## config.mk

```make
export PLATFORM = sky130hd
export DESIGN_NAME = uart_cmd_ctrl_flat
export DESIGN_NICKNAME = d
export VERILOG_FILES = /design/src/rtl/uart_cmd_ctrl_pkg.sv /design/src/rtl/uart_cmd_ctrl_if.sv /design/src/rtl/uart_cmd_ctrl_timeout_ctr.sv /design/src/rtl/uart_cmd_ctrl.sv /design/src/flat_wrapper.sv
export SDC_FILE = /design/constraint.sdc
export NUM_CORES = 1
export LEC_CHECK = 0
export BUFFER_PORTS_ARGS = -buffer_cell sky130_fd_sc_hd__buf_4
export CORE_MARGIN = 3
export CORE_UTILIZATION = 50
export CTS_BUF_LIST = sky130_fd_sc_hd__clkbuf_8
export DETAILED_ROUTE_END_ITERATION = 6
export GPL_TIMING_DRIVEN = 1
export HOLD_SLACK_MARGIN = 0.08
export PLACE_DENSITY = 0.77
export SLEW_MARGIN = 20
export SYNTH_ARGS = -nofsm -noshare
export SYNTH_HDL_FRONTEND = slang
export SYNTH_SLANG_ARGS = --single-unit
```

## constraint.sdc

```tcl
create_clock -name i_Clock -period 2.2 [get_ports i_Clock]
set_clock_uncertainty 0.05 [all_clocks]
set_input_delay 0.11 -clock i_Clock [delete_from_list [all_inputs] [get_ports i_Clock]]
set_output_delay 0.11 -clock i_Clock [all_outputs]
set_load 0.02 [all_outputs]
```

## src/rtl/uart_cmd_ctrl_pkg.sv

```systemverilog
// Shared types and constants for the UART command/response sequencer.
// Holds the FSM state encoding, byte/retry widths and a counter-width helper.
package uart_cmd_ctrl_pkg;

  localparam int BYTE_W               = 8;
  localparam int RETRY_W              = 2;
  localparam int DEFAULT_CLKS_PER_BIT = 87;

  typedef enum logic [1:0] {
    ST_IDLE    = 2'd0,
    ST_SEND    = 2'd1,
    ST_WAIT_TX = 2'd2,
    ST_WAIT_RX = 2'd3
  } state_t;

  // Width of a counter that must hold 0..n-1; never narrower than one bit.
  function automatic int ctr_width(input int n);
    return (n > 2) ? $clog2(n) : 1;
  endfunction

endpackage

```

## src/rtl/uart_cmd_ctrl_if.sv

```systemverilog
// Bundle of host-side and UART-side handshake signals around uart_cmd_ctrl.
// The slave modport is the sequencer's view; master is everything around it.
interface uart_cmd_ctrl_if;
  import uart_cmd_ctrl_pkg::*;

  logic              i_Start;
  logic [BYTE_W-1:0] i_Cmd_Byte;
  logic              i_Abort;
  logic              i_Tx_Active;
  logic              i_Tx_Done;
  logic              i_Rx_DV;
  logic [BYTE_W-1:0] i_Rx_Byte;

  logic               o_Tx_DV;
  logic [BYTE_W-1:0]  o_Tx_Byte;
  logic               o_Busy;
  logic               o_Done;
  logic               o_Timeout;
  logic [BYTE_W-1:0]  o_Resp_Byte;
  logic [RETRY_W-1:0] o_Retries;

  modport slave (
    input  i_Start, i_Cmd_Byte, i_Abort, i_Tx_Active, i_Tx_Done, i_Rx_DV, i_Rx_Byte,
    output o_Tx_DV, o_Tx_Byte, o_Busy, o_Done, o_Timeout, o_Resp_Byte, o_Retries
  );

  modport master (
    output i_Start, i_Cmd_Byte, i_Abort, i_Tx_Active, i_Tx_Done, i_Rx_DV, i_Rx_Byte,
    input  o_Tx_DV, o_Tx_Byte, o_Busy, o_Done, o_Timeout, o_Resp_Byte, o_Retries
  );

endinterface

```

## src/rtl/uart_cmd_ctrl_timeout_ctr.sv

```systemverilog
// Response timeout counter: synchronous clear, count enable, terminal-count flag.
// Saturates at TIMEOUT_CLKS-1 so it can never wrap while enabled.
module uart_cmd_ctrl_timeout_ctr
  import uart_cmd_ctrl_pkg::*;
#(
  parameter int TIMEOUT_CLKS = 4000
) (
  input  logic i_Clock,
  input  logic i_Rst_n,
  input  logic i_Clear,
  input  logic i_Enable,
  output logic o_Expired
);

  localparam int               CNT_W = ctr_width(TIMEOUT_CLKS);
  localparam logic [CNT_W-1:0] LAST  = CNT_W'(TIMEOUT_CLKS - 1);

  logic [CNT_W-1:0] r_count;
  logic             w_last;

  assign w_last    = (r_count == LAST);
  assign o_Expired = w_last;

  // NOTE: sequential state is updated with non-blocking assignments only, so
  // every flop samples pre-edge values regardless of block evaluation order.
  always_ff @(posedge i_Clock or negedge i_Rst_n) begin
    if (!i_Rst_n) begin
      r_count <= '0;
    end else if (i_Clear) begin
      r_count <= '0;
    end else if (i_Enable && !w_last) begin
      r_count <= r_count + 1'b1;
    end
  end

endmodule

```

## src/rtl/uart_cmd_ctrl.sv

```systemverilog
// Command/response sequencer: sends one byte through uart_tx, waits for one
// reply byte from uart_rx under a timeout, and resends up to MAX_RETRIES times.
module uart_cmd_ctrl
  import uart_cmd_ctrl_pkg::*;
#(
  parameter int CLKS_PER_BIT = DEFAULT_CLKS_PER_BIT,
  // Roughly 46 bit-times of silence; 4000 clocks at the default bit rate.
  parameter int TIMEOUT_CLKS = 46 * CLKS_PER_BIT - 2,
  parameter int MAX_RETRIES  = 2
) (
  input  logic            i_Clock,
  input  logic            i_Rst_n,
  uart_cmd_ctrl_if.slave  bus
);

  state_t             r_state,     w_state_nxt;
  logic               r_tx_dv,     w_tx_dv_nxt;
  logic [BYTE_W-1:0]  r_tx_byte,   w_tx_byte_nxt;
  logic               r_done,      w_done_nxt;
  logic               r_timeout,   w_timeout_nxt;
  logic [BYTE_W-1:0]  r_resp_byte, w_resp_byte_nxt;
  logic [RETRY_W-1:0] r_retries,   w_retries_nxt;

  logic w_in_wait_rx;
  logic w_expired;

  assign w_in_wait_rx = (r_state == ST_WAIT_RX);

  // Timer runs only in WAIT_RX and is held clear in every other state.
  uart_cmd_ctrl_timeout_ctr #(
    .TIMEOUT_CLKS (TIMEOUT_CLKS)
  ) u_timeout_ctr (
    .i_Clock   (i_Clock),
    .i_Rst_n   (i_Rst_n),
    .i_Clear   (!w_in_wait_rx),
    .i_Enable  (w_in_wait_rx),
    .o_Expired (w_expired)
  );

  always_ff @(posedge i_Clock or negedge i_Rst_n) begin
    if (!i_Rst_n) begin
      r_state     <= ST_IDLE;
      r_tx_dv     <= 1'b0;
      r_tx_byte   <= '0;
      r_done      <= 1'b0;
      r_timeout   <= 1'b0;
      r_resp_byte <= '0;
      r_retries   <= '0;
    end else begin
      r_state     <= w_state_nxt;
      r_tx_dv     <= w_tx_dv_nxt;
      r_tx_byte   <= w_tx_byte_nxt;
      r_done      <= w_done_nxt;
      r_timeout   <= w_timeout_nxt;
      r_resp_byte <= w_resp_byte_nxt;
      r_retries   <= w_retries_nxt;
    end
  end

  always_comb begin
    // NOTE: every output of this block gets a default first, so no path can
    // leave a signal unassigned and infer a latch.
    w_state_nxt     = r_state;
    w_tx_dv_nxt     = 1'b0;
    w_tx_byte_nxt   = r_tx_byte;
    w_done_nxt      = 1'b0;
    w_timeout_nxt   = 1'b0;
    w_resp_byte_nxt = r_resp_byte;
    w_retries_nxt   = r_retries;

    // Abort overrides everything, including a start seen in IDLE.
    if (bus.i_Abort) begin
      w_state_nxt = ST_IDLE;
    end else begin
      unique case (r_state)
        ST_IDLE: begin
          if (bus.i_Start) begin
            w_tx_byte_nxt = bus.i_Cmd_Byte;
            w_retries_nxt = '0;
            w_state_nxt   = ST_SEND;
          end
        end

        ST_SEND: begin
          // A frame left over from an aborted run must finish on the line first.
          if (!bus.i_Tx_Active) begin
            w_tx_dv_nxt = 1'b1;
            w_state_nxt = ST_WAIT_TX;
          end
        end

        ST_WAIT_TX: begin
          if (bus.i_Tx_Done) begin
            w_state_nxt = ST_WAIT_RX;
          end
        end

        ST_WAIT_RX: begin
          // A reply arriving on the expiry edge still counts as a reply.
          if (bus.i_Rx_DV) begin
            w_resp_byte_nxt = bus.i_Rx_Byte;
            w_done_nxt      = 1'b1;
            w_state_nxt     = ST_IDLE;
          end else if (w_expired) begin
            if (r_retries < RETRY_W'(MAX_RETRIES)) begin
              w_retries_nxt = r_retries + 1'b1;
              w_state_nxt   = ST_SEND;
            end else begin
              w_timeout_nxt = 1'b1;
              w_state_nxt   = ST_IDLE;
            end
          end
        end

        default: begin
          w_state_nxt = ST_IDLE;
        end
      endcase
    end
  end

  assign bus.o_Tx_DV     = r_tx_dv;
  assign bus.o_Tx_Byte   = r_tx_byte;
  assign bus.o_Busy      = (r_state != ST_IDLE);
  assign bus.o_Done      = r_done;
  assign bus.o_Timeout   = r_timeout;
  assign bus.o_Resp_Byte = r_resp_byte;
  assign bus.o_Retries   = r_retries;

endmodule
```

## src/flat_wrapper.sv

```systemverilog
// flat-port wrapper written by rule: the top's interface ports become plain ports
module uart_cmd_ctrl_flat import uart_cmd_ctrl_pkg::*;
#(
  parameter int CLKS_PER_BIT = DEFAULT_CLKS_PER_BIT,
                                                                          
  parameter int TIMEOUT_CLKS = 46 * CLKS_PER_BIT - 2,
  parameter int MAX_RETRIES  = 2
)
  (i_Clock, i_Rst_n, bus_i_Start, bus_i_Cmd_Byte, bus_i_Abort, bus_i_Tx_Active, bus_i_Tx_Done, bus_i_Rx_DV, bus_i_Rx_Byte, bus_o_Tx_DV, bus_o_Tx_Byte, bus_o_Busy, bus_o_Done, bus_o_Timeout, bus_o_Resp_Byte, bus_o_Retries);
  uart_cmd_ctrl_if bus_i ();
  input  logic i_Clock;
  input  logic i_Rst_n;
  input wire logic [$bits(bus_i.i_Start)-1:0] bus_i_Start;
  input wire logic [$bits(bus_i.i_Cmd_Byte)-1:0] bus_i_Cmd_Byte;
  input wire logic [$bits(bus_i.i_Abort)-1:0] bus_i_Abort;
  input wire logic [$bits(bus_i.i_Tx_Active)-1:0] bus_i_Tx_Active;
  input wire logic [$bits(bus_i.i_Tx_Done)-1:0] bus_i_Tx_Done;
  input wire logic [$bits(bus_i.i_Rx_DV)-1:0] bus_i_Rx_DV;
  input wire logic [$bits(bus_i.i_Rx_Byte)-1:0] bus_i_Rx_Byte;
  output wire logic [$bits(bus_i.o_Tx_DV)-1:0] bus_o_Tx_DV;
  output wire logic [$bits(bus_i.o_Tx_Byte)-1:0] bus_o_Tx_Byte;
  output wire logic [$bits(bus_i.o_Busy)-1:0] bus_o_Busy;
  output wire logic [$bits(bus_i.o_Done)-1:0] bus_o_Done;
  output wire logic [$bits(bus_i.o_Timeout)-1:0] bus_o_Timeout;
  output wire logic [$bits(bus_i.o_Resp_Byte)-1:0] bus_o_Resp_Byte;
  output wire logic [$bits(bus_i.o_Retries)-1:0] bus_o_Retries;
  assign bus_i.i_Start = bus_i_Start;
  assign bus_i.i_Cmd_Byte = bus_i_Cmd_Byte;
  assign bus_i.i_Abort = bus_i_Abort;
  assign bus_i.i_Tx_Active = bus_i_Tx_Active;
  assign bus_i.i_Tx_Done = bus_i_Tx_Done;
  assign bus_i.i_Rx_DV = bus_i_Rx_DV;
  assign bus_i.i_Rx_Byte = bus_i_Rx_Byte;
  assign bus_o_Tx_DV = bus_i.o_Tx_DV;
  assign bus_o_Tx_Byte = bus_i.o_Tx_Byte;
  assign bus_o_Busy = bus_i.o_Busy;
  assign bus_o_Done = bus_i.o_Done;
  assign bus_o_Timeout = bus_i.o_Timeout;
  assign bus_o_Resp_Byte = bus_i.o_Resp_Byte;
  assign bus_o_Retries = bus_i.o_Retries;
  uart_cmd_ctrl #(.CLKS_PER_BIT(CLKS_PER_BIT), .TIMEOUT_CLKS(TIMEOUT_CLKS), .MAX_RETRIES(MAX_RETRIES)) u_core (.i_Clock(i_Clock), .i_Rst_n(i_Rst_n), .bus(bus_i));
endmodule
```

**Word level (Yosys, flattened, before mapping)**

Index checks and enable logic that the tools add are counted.

- Flip-flop bits (word level): 35
- Input bits: 23
- Output and inout port bits: 22
- Word-level logic and storage cells: 60

- $add $sub $neg: 2
- Order comparisons: 1
- Eq/ne operators: 13
- Mux-type cells: 26
- Bitwise gates (word level): 1
- Reductions and logical operators: 9

Operator list:

| operator | count |
|---|---|
| 12-bit 2-to-1 mux | 2 |
| 2-bit 2-to-1 mux | 10 |
| 12-bit by 1-bit adder with 12-bit output, second input constant | 1 |
| 12-bit == test, second input constant | 1 |
| 1-bit 2-to-1 mux | 12 |
| 3-bit != test, second input constant | 3 |
| 2-bit one-hot mux with 4 select lines | 1 |
| 2-bit by 1-bit != test with 1-bit output, second input constant | 3 |
| 3-bit AND reduction | 2 |
| 6-bit AND reduction | 1 |
| 2-bit == test, second input constant | 2 |
| 2-bit != test, second input constant | 2 |
| 4-bit by 3-bit != test with 1-bit output, second input constant | 1 |
| 2-bit one-hot mux with 2 select lines | 1 |
| 4-bit AND reduction | 1 |
| 2-bit nonzero test | 2 |
| 2-bit by 1-bit adder with 2-bit output, second input constant | 1 |
| 2-bit by 1-bit == test with 1-bit output, second input constant | 1 |
| 2-bit zero test | 1 |
| 2-bit < comparator, second input constant | 1 |
| 1-bit logical AND | 1 |
| 1-bit zero test | 1 |
| 1-bit inverter | 1 |

**Depth between registers and ports, before layout**

Gate-level depths: netlist of run 1.

- Depth in word-level cells: 6
- Gate-level depth with buffers: 7
- Depth with buffers taken out: 6

**By module**

Synthesis of run 1 repeated with hierarchy kept, for this count alone.

- Cells, all modules: 146
- Area total of the unflattened synthesis: 1759.2 um^2

By module, submodules not included:

| module | instances | cells an instance | area an instance (um^2) | seq. area each (um^2) |
|---|---|---|---|---|
| uart_cmd_ctrl | 1 | 81 | 1123.6 | 575.6 |
| uart_cmd_ctrl_timeout_ctr | 1 | 65 | 635.6 | 300.3 |

**Worst setup path after synthesis of run 1**

Ideal clock, no wire load.

- Path kind: reg2reg
- Start point: register u_core.r_state[0]
- End point: register u_core.r_state[0]
- Setup time: 0.094 ns
- Arrival: 1.680 ns
- Data required time: 2.056 ns
- Setup slack: 0.376 ns
- Stages on the path, launching flop included: 7
- Path buffers: 0
- Clock period less this slack: 1.824 ns
- Cell sequence: dfrtp_1 -> inv_1 -> ha_1 -> nor2b_1 -> a221o_1 -> or3_1 -> a221oi_2

- Longest elaborated chain between the ends: 3
- Elaborated cells between the ends (all ways): 11
- Those cells by class: eq/ne (7); mux (2); reduce/logical (2)

Ends and longest elaborated chain:

| item | RTL line | text |
|---|---|---|
| start: declaration | uart_cmd_ctrl.sv:16 | `state_t r_state, w_state_nxt;` |
| start signal: assignment | uart_cmd_ctrl.sv:50 | `r_state <= w_state_nxt;` |
| 2-bit == test, or another cell as far along | uart_cmd_ctrl.sv:75 | `unique case (r_state)` |
| 4-bit by 3-bit != test with 1-bit output (no source line), or another cell as far along | n/a |  |
| 4-bit AND reduction (no source line) / 2-bit 2-to-1 mux (equally long branches) | n/a |  |

Several ways; a longest one is shown, not always the timed one.
A chain may end at the register's enable or synchronous reset.

**Worst setup path in the final report of run 1**

Ends and elaborated chain as after synthesis.

==> flow_summary.toml, run 1 <==
[status]
status = "finished clean"

[logic_synthesis]
syn_area_per_cell_um2 = 10.8
synthAdderAreaFrac_pct = 4.53
synth.area.top_cells = "dfrtp_1, nand2_1, mux2_2, ha_1, xnor2_1"
synthMuxAreaShare_pct = 6.04
yosysTopAreaCell = "dfrtp_1"
yosysSeqAreaShare_pct = 52.8
synth_compound_area_share_pct = 7.47
synth_top_area_share_pct = 52.8
syn_nets = 183
synth_top_family_by_area = "simple AND/OR/NAND/NOR gates"
syn_area_um2 = 1660
synth_seq_cells = 35
yosysUniqueCellTypes = 37
synth-xor-area-share_pct = 3.70
synth_warnings = 0
synthCells = 154
yosys.area_share.simple_pct = 22.3

[final_layout]
antenna_cells = 0
final_cell_mix = "buf_4, dfrtp_1, nand2_1"
seq_area_um2 = 876
nFillCells = 222
final_core_util_pct = 75.5
drive_gt1_share_pct = 29.1
multi_input_area_um2 = 731
fin_cells = 267
area_growth_pct = 41.4
nets = 251
final_common_cell = "buf_4"
final_cell_area_um2 = 2340

[placed_design]
place.gp.congestion = 0.710
placed_cell_area_um2 = 2030
dp_hpwl_mm = 2.55
dp_worst_setup_slack_ps = 218
dp.cells = 239
io_buffers = 44

[route]
dr.pass1.iters = 4
drcViolationCount = 0
ant_nets = 0
via_per_inst = 5.09
wl_mm = 3.72
drt_iter0_drc = 98
vias = 1360
routedWlPerCell_um = 13.9

[global_route]
antenna_found_initial = 0
grt_pass1_wl_mm = 6.44
grt_pass1_vias = 1442
grt_max_degree = 36
overflow = 0
grtUsageTotal_pct = 20.5

[critical_path]
critPathRequiredTime_ps = 2340
worst-path-stages = 6
r2r_end = "u_core.r_state[0]"
r2r-start = "u_core.r_state[0]"
crit_fanout = 5
critPathMaxStageDelay_ps = 410
critPathLaunchType = "register"
path_cells = "inv_1 > ha_1 > nor2b_1 > a221o_1 > or3_1 > a221oi_2"
slowest_stage = "or3_1"
reg2reg_slack_ps = 190
crit_family = "simple AND/OR/NAND/NOR gates"
crit_path_end = "u_core.r_state[0]"
worst_r2r_path_depth = 6
critical_path_class = "reg -> reg"
critical_path_arrival_ps = 2140
crit_buf_inv = 1
worstSetupStartpoint = "u_core.r_state[0]"
end_kind = "register"

[sta]
rsz0062_at_grt = "no"
setup_ws_ps = 193
worst_slew_pin_slew_ps = 449
finalSetupTns_ps = 0
max_slew_margin_pct = 70.0
drv_slew = 0
setup_viol = 0
max_freq_mhz = 498
hold_slack_ps = 163
hold_viol_final = 0
fin_crit_sh_pct = 91.2
min_period_ps = 2010

[run]
cap_violations = 0

[cts]
postCtsSetupRepairBufs = 0
cts-resized-gates = 0
worst_skew_pair.late_latency_ps = 280
cts_buffer_depth = 2
tritoncts = "done"
numCtsBuffers = 5
clk_pin_slew_worst_paths_ps = 70
cts_sinks = 35
htree_levels = 2
cts_root_buf = "clkbuf_8"

[floorplan]
initial_core_util_pct = 53.4
std_cell_rows = 20
ios = 45
fp.coreArea_um2 = 3100
dieHeight_um = 63.6
dieArea_um2 = 4040
die_w_um = 63.6

[pwr]
cellPowerDensity_nw_per_um2 = 1040
irDropWorstVdd_uv = 774
p_leak_nw = 1.15
total_power_mw = 2.44

[worst_hold_path]
holdCritPathClass = "in -> reg"
## worst min-delay path, cell delays in order
cell	delay (ps)
buf_4	100
nand2b_1	170
nor4_1	70
## synthesized netlist by cell type (all sizes together)
cell / count
dfrtp: 35
inv: 7
or3b: 2
o22ai: 1
and4: 3
xnor2: 7
a221o: 1
nand3: 3
or3: 2
nand3b: 2
a21boi: 2
o21ai: 5
a211oi: 1
and3: 2
nand2b: 3
nor2b: 1
mux2i: 1
a221oi: 1
nand4: 4
mux2: 8
nand2: 33
nor4: 1
a31oi: 2
ha: 6
nor2: 2
and2: 9
nor3b: 3
clkbuf: 2
buf: 2
a21oi: 2
o21bai: 1
## sequential cells by signal, indices dropped and copies added, names as in the netlist
name	count
u_core.bus.o_Done	1
u_core.bus.o_Resp_Byte	8
u_core.bus.o_Retries	2
u_core.bus.o_Timeout	1
u_core.bus.o_Tx_Byte	8
u_core.bus.o_Tx_DV	1
u_core.r_state	2
u_core.u_timeout_ctr.r_count	12
## power by group
part           leakage [nW]  switching [mW]  internal (mW)
sequential            0.465           0.103          0.810
clock                0.0612           0.217          0.366
combinational         0.619           0.503          0.438
total                  1.15           0.824           1.61
## cell type report
cell class,count,area share [%]
clock buffers,6,3.52
clock inverters,2,1.49
inverters,7,1.12
multi-input cells,108,31.2
flip-flops and latches,35,37.4
well taps,44,2.35
repair buffers,65,23.0
## logic make-up after synthesis
| family | count (synthesis) |
|---|---|
| buf+inv | 11 |
| compound gates | 16 |
| fa+ha+maj | 6 |
| flops | 35 |
| xor+xnor | 7 |
| simple gates | 70 |
| mux | 9 |
## routing by layer
| metal | global-route usage, % | share of wire [%] | vias to the layer above |
|---|---|---|---|
| li1 | - | - | 660 |
| met1 | 24.9 | 41 | 651 |
| met2 | 35.2 | 52 | 42 |
| met3 | 4.81 | 4.5 | 7 |
| met4 | 7.82 | 1.7 | 0 |
| met5 | 0 | 0 | - |
## worst min-delay path by stage
stage                 from                               end  cells past startpoint
6_report       bus_i_Rx_DV              u_core.bus.o_Timeout                      3
4_1_cts        bus_i_Rx_DV              u_core.bus.o_Timeout                      3
5_1_grt        bus_i_Rx_DV              u_core.bus.o_Timeout                      3
2_1_floorplan      i_Rst_n                 u_core.bus.o_Done                      0
3_5_place_dp       i_Rst_n  u_core.u_timeout_ctr.r_count[11]                      1
3_3_place_gp       i_Rst_n  u_core.u_timeout_ctr.r_count[11]                      1
## repair_timing
action / CTS / global route
setup endpoints to repair: 0 / 0
hold buffers: 20 / 0
hold endpoints to repair: 55 / 0
Power figures use the tool's default switching activity.
==> inputs of run 2 (changes only) <==
- CORE_ASPECT_RATIO: default -> 1.25
==> run 2 against run 1 <==
Against the previous run: first-iteration DRC count is 37% lower; count of clock-buffer cells in the layout unchanged; sequential power barely moved; critical path type unchanged; highest routed layer unchanged; sequential cell count unchanged.
==> flow_summary.toml, run 2 (synthesis results as in run 1) <==
[critical_path]
worst_r2r_path_depth = 6
crit_buf_inv = 1
r2r-start = "u_core.r_state[1]"
crit_fanout = 5
slowest_stage = "dfrtp_1"
path_cells = "inv_1 > ha_1 > nor2b_1 > a221o_1 > or3_1 > a221oi_2"
critPathLaunchType = "register"
end_kind = "register"
critPathMaxStageDelay_ps = 430
reg2reg_slack_ps = 200
worst-path-stages = 6
critPathRequiredTime_ps = 2350
r2r_end = "u_core.r_state[0]"
crit_family = "simple AND/OR/NAND/NOR gates"
critical_path_class = "reg -> reg"
critical_path_arrival_ps = 2150

[sta]
hold_viol_final = 0
finalSetupTns_ps = 0
worst_slew_pin_slew_ps = 450
max_slew_margin_pct = 69.9
setup_viol = 0
min_period_ps = 2000
rsz0062_at_grt = "no"
drv_slew = 0
fin_crit_sh_pct = 90.7
max_freq_mhz = 501
hold_slack_ps = 136

[placed_design]
place.gp.congestion = 0.879
dp.cells = 232
io_buffers = 44
dp_hpwl_mm = 2.62

[worst_hold_path]
holdCritPathClass = "in -> reg"
min_path_cells = 3
min_from = "bus_i_Rx_DV"
hold_path_end = "u_core.bus.o_Timeout"

[cts]
worst_skew_pair.late_latency_ps = 290
htree_levels = 2
cts_buffer_depth = 2
cts_sinks = 35
clk_pin_slew_worst_paths_ps = 70
cts_root_buf = "clkbuf_8"
tritoncts = "done"
numCtsBuffers = 5
cts-resized-gates = 0

[route]
ant_nets = 0
via_per_inst = 5.28
vias = 1373
wl_mm = 4.05
dr.pass1.iters = 4
drcViolationCount = 0
routedWlPerCell_um = 15.6
drt_iter0_drc = 62

[pwr]
cellPowerDensity_nw_per_um2 = 1010
p_leak_nw = 1.14
total_power_mw = 2.36
irDropWorstVdd_uv = 910

[floorplan]
initial_core_util_pct = 54.3
die_w_um = 57.5
std_cell_rows = 22
dieArea_um2 = 4050
ios = 45
dieHeight_um = 70.4
fp.coreArea_um2 = 3060

[global_route]
grtUsageTotal_pct = 22.0
grt_pass1_wl_mm = 6.76
overflow = 0
antenna_found_initial = 0
grt_max_degree = 36
grt_pass1_vias = 1439

[final_layout]
largest_reg_flops = 12
largest_register = "u_core.u_timeout_ctr.r_count"
drive_gt1_share_pct = 29.5
final_cell_mix = "buf_4, dfrtp_1, nand2_1"
area_growth_pct = 40.1
nets = 252
nFillCells = 194
fin_cells = 260
antenna_cells = 0
final_common_cell = "buf_4"

[run]
cap_violations = 0

[status]
status = "finished clean"
-- run 2: area by class of cell --
class	instances	area (um^2)	area share (%)
sequential	35	876	37.7
multi-input combinational	108	731	31.5
timing repair buffer	66	546	23.5
clock buffer	6	82.6	3.56
tap	36	45.0	1.94
inverter	7	26.3	1.13
clock inverter	2	16.3	0.700
-- run 2: what timing repair did --
item	CTS	global route
hold buffers	20	0
buffers inserted	0	0
endpoints found under the hold margin	55	0
-- run 2: how the worst max path moves through the flow --
stage / end / slack (ps) / start
global placement: u_core.r_state[0] / 330 / u_core.r_state[0]
global route: u_core.r_state[0] / 120 / u_core.r_state[1]
CTS: u_core.r_state[0] / 210 / u_core.r_state[0]
finish: u_core.r_state[0] / 200 / u_core.r_state[1]
detailed placement: u_core.r_state[0] / 220 / u_core.r_state[0]
floorplan: u_core.r_state[0] / 380 / u_core.r_state[0]
-- run 2: through the flow --
stage | setup slack [ps] | util [%] | instance area [um^2]
after floorplan | 376 | - | 1660
after global placement | 326 | 66.2 | 2020
after detailed placement | 220 | 66.2 | 2020
after CTS | 210 | 76.0 | 2320
after global routing | 122 | 76.0 | 2320
final | 204 | 76.0 | 2320
-- run 2: tightest hold or removal path: cells and delay by family --
family        cells  cell delay (ps)
simple gates      2              230
buf+inv           1               90
-- run 2: power breakdown --
group / leakage [nW] / internal, mW / switching (mW)
registers: 0.465 / 0.809 / 0.103
clock network: 0.0474 / 0.255 / 0.239
logic: 0.625 / 0.443 / 0.506
total: 1.14 / 1.51 / 0.849
-- run 2: layer usage --
layer / track usage (%) / wire length, um / up-vias
met1: 24.3 / 1530 / 650
met5: 0 / 0 / -
met2: 38.8 / 2180 / 46
li1: - / - / 662
met3: 4.62 / 196 / 15
met4: 10.8 / 148 / 0
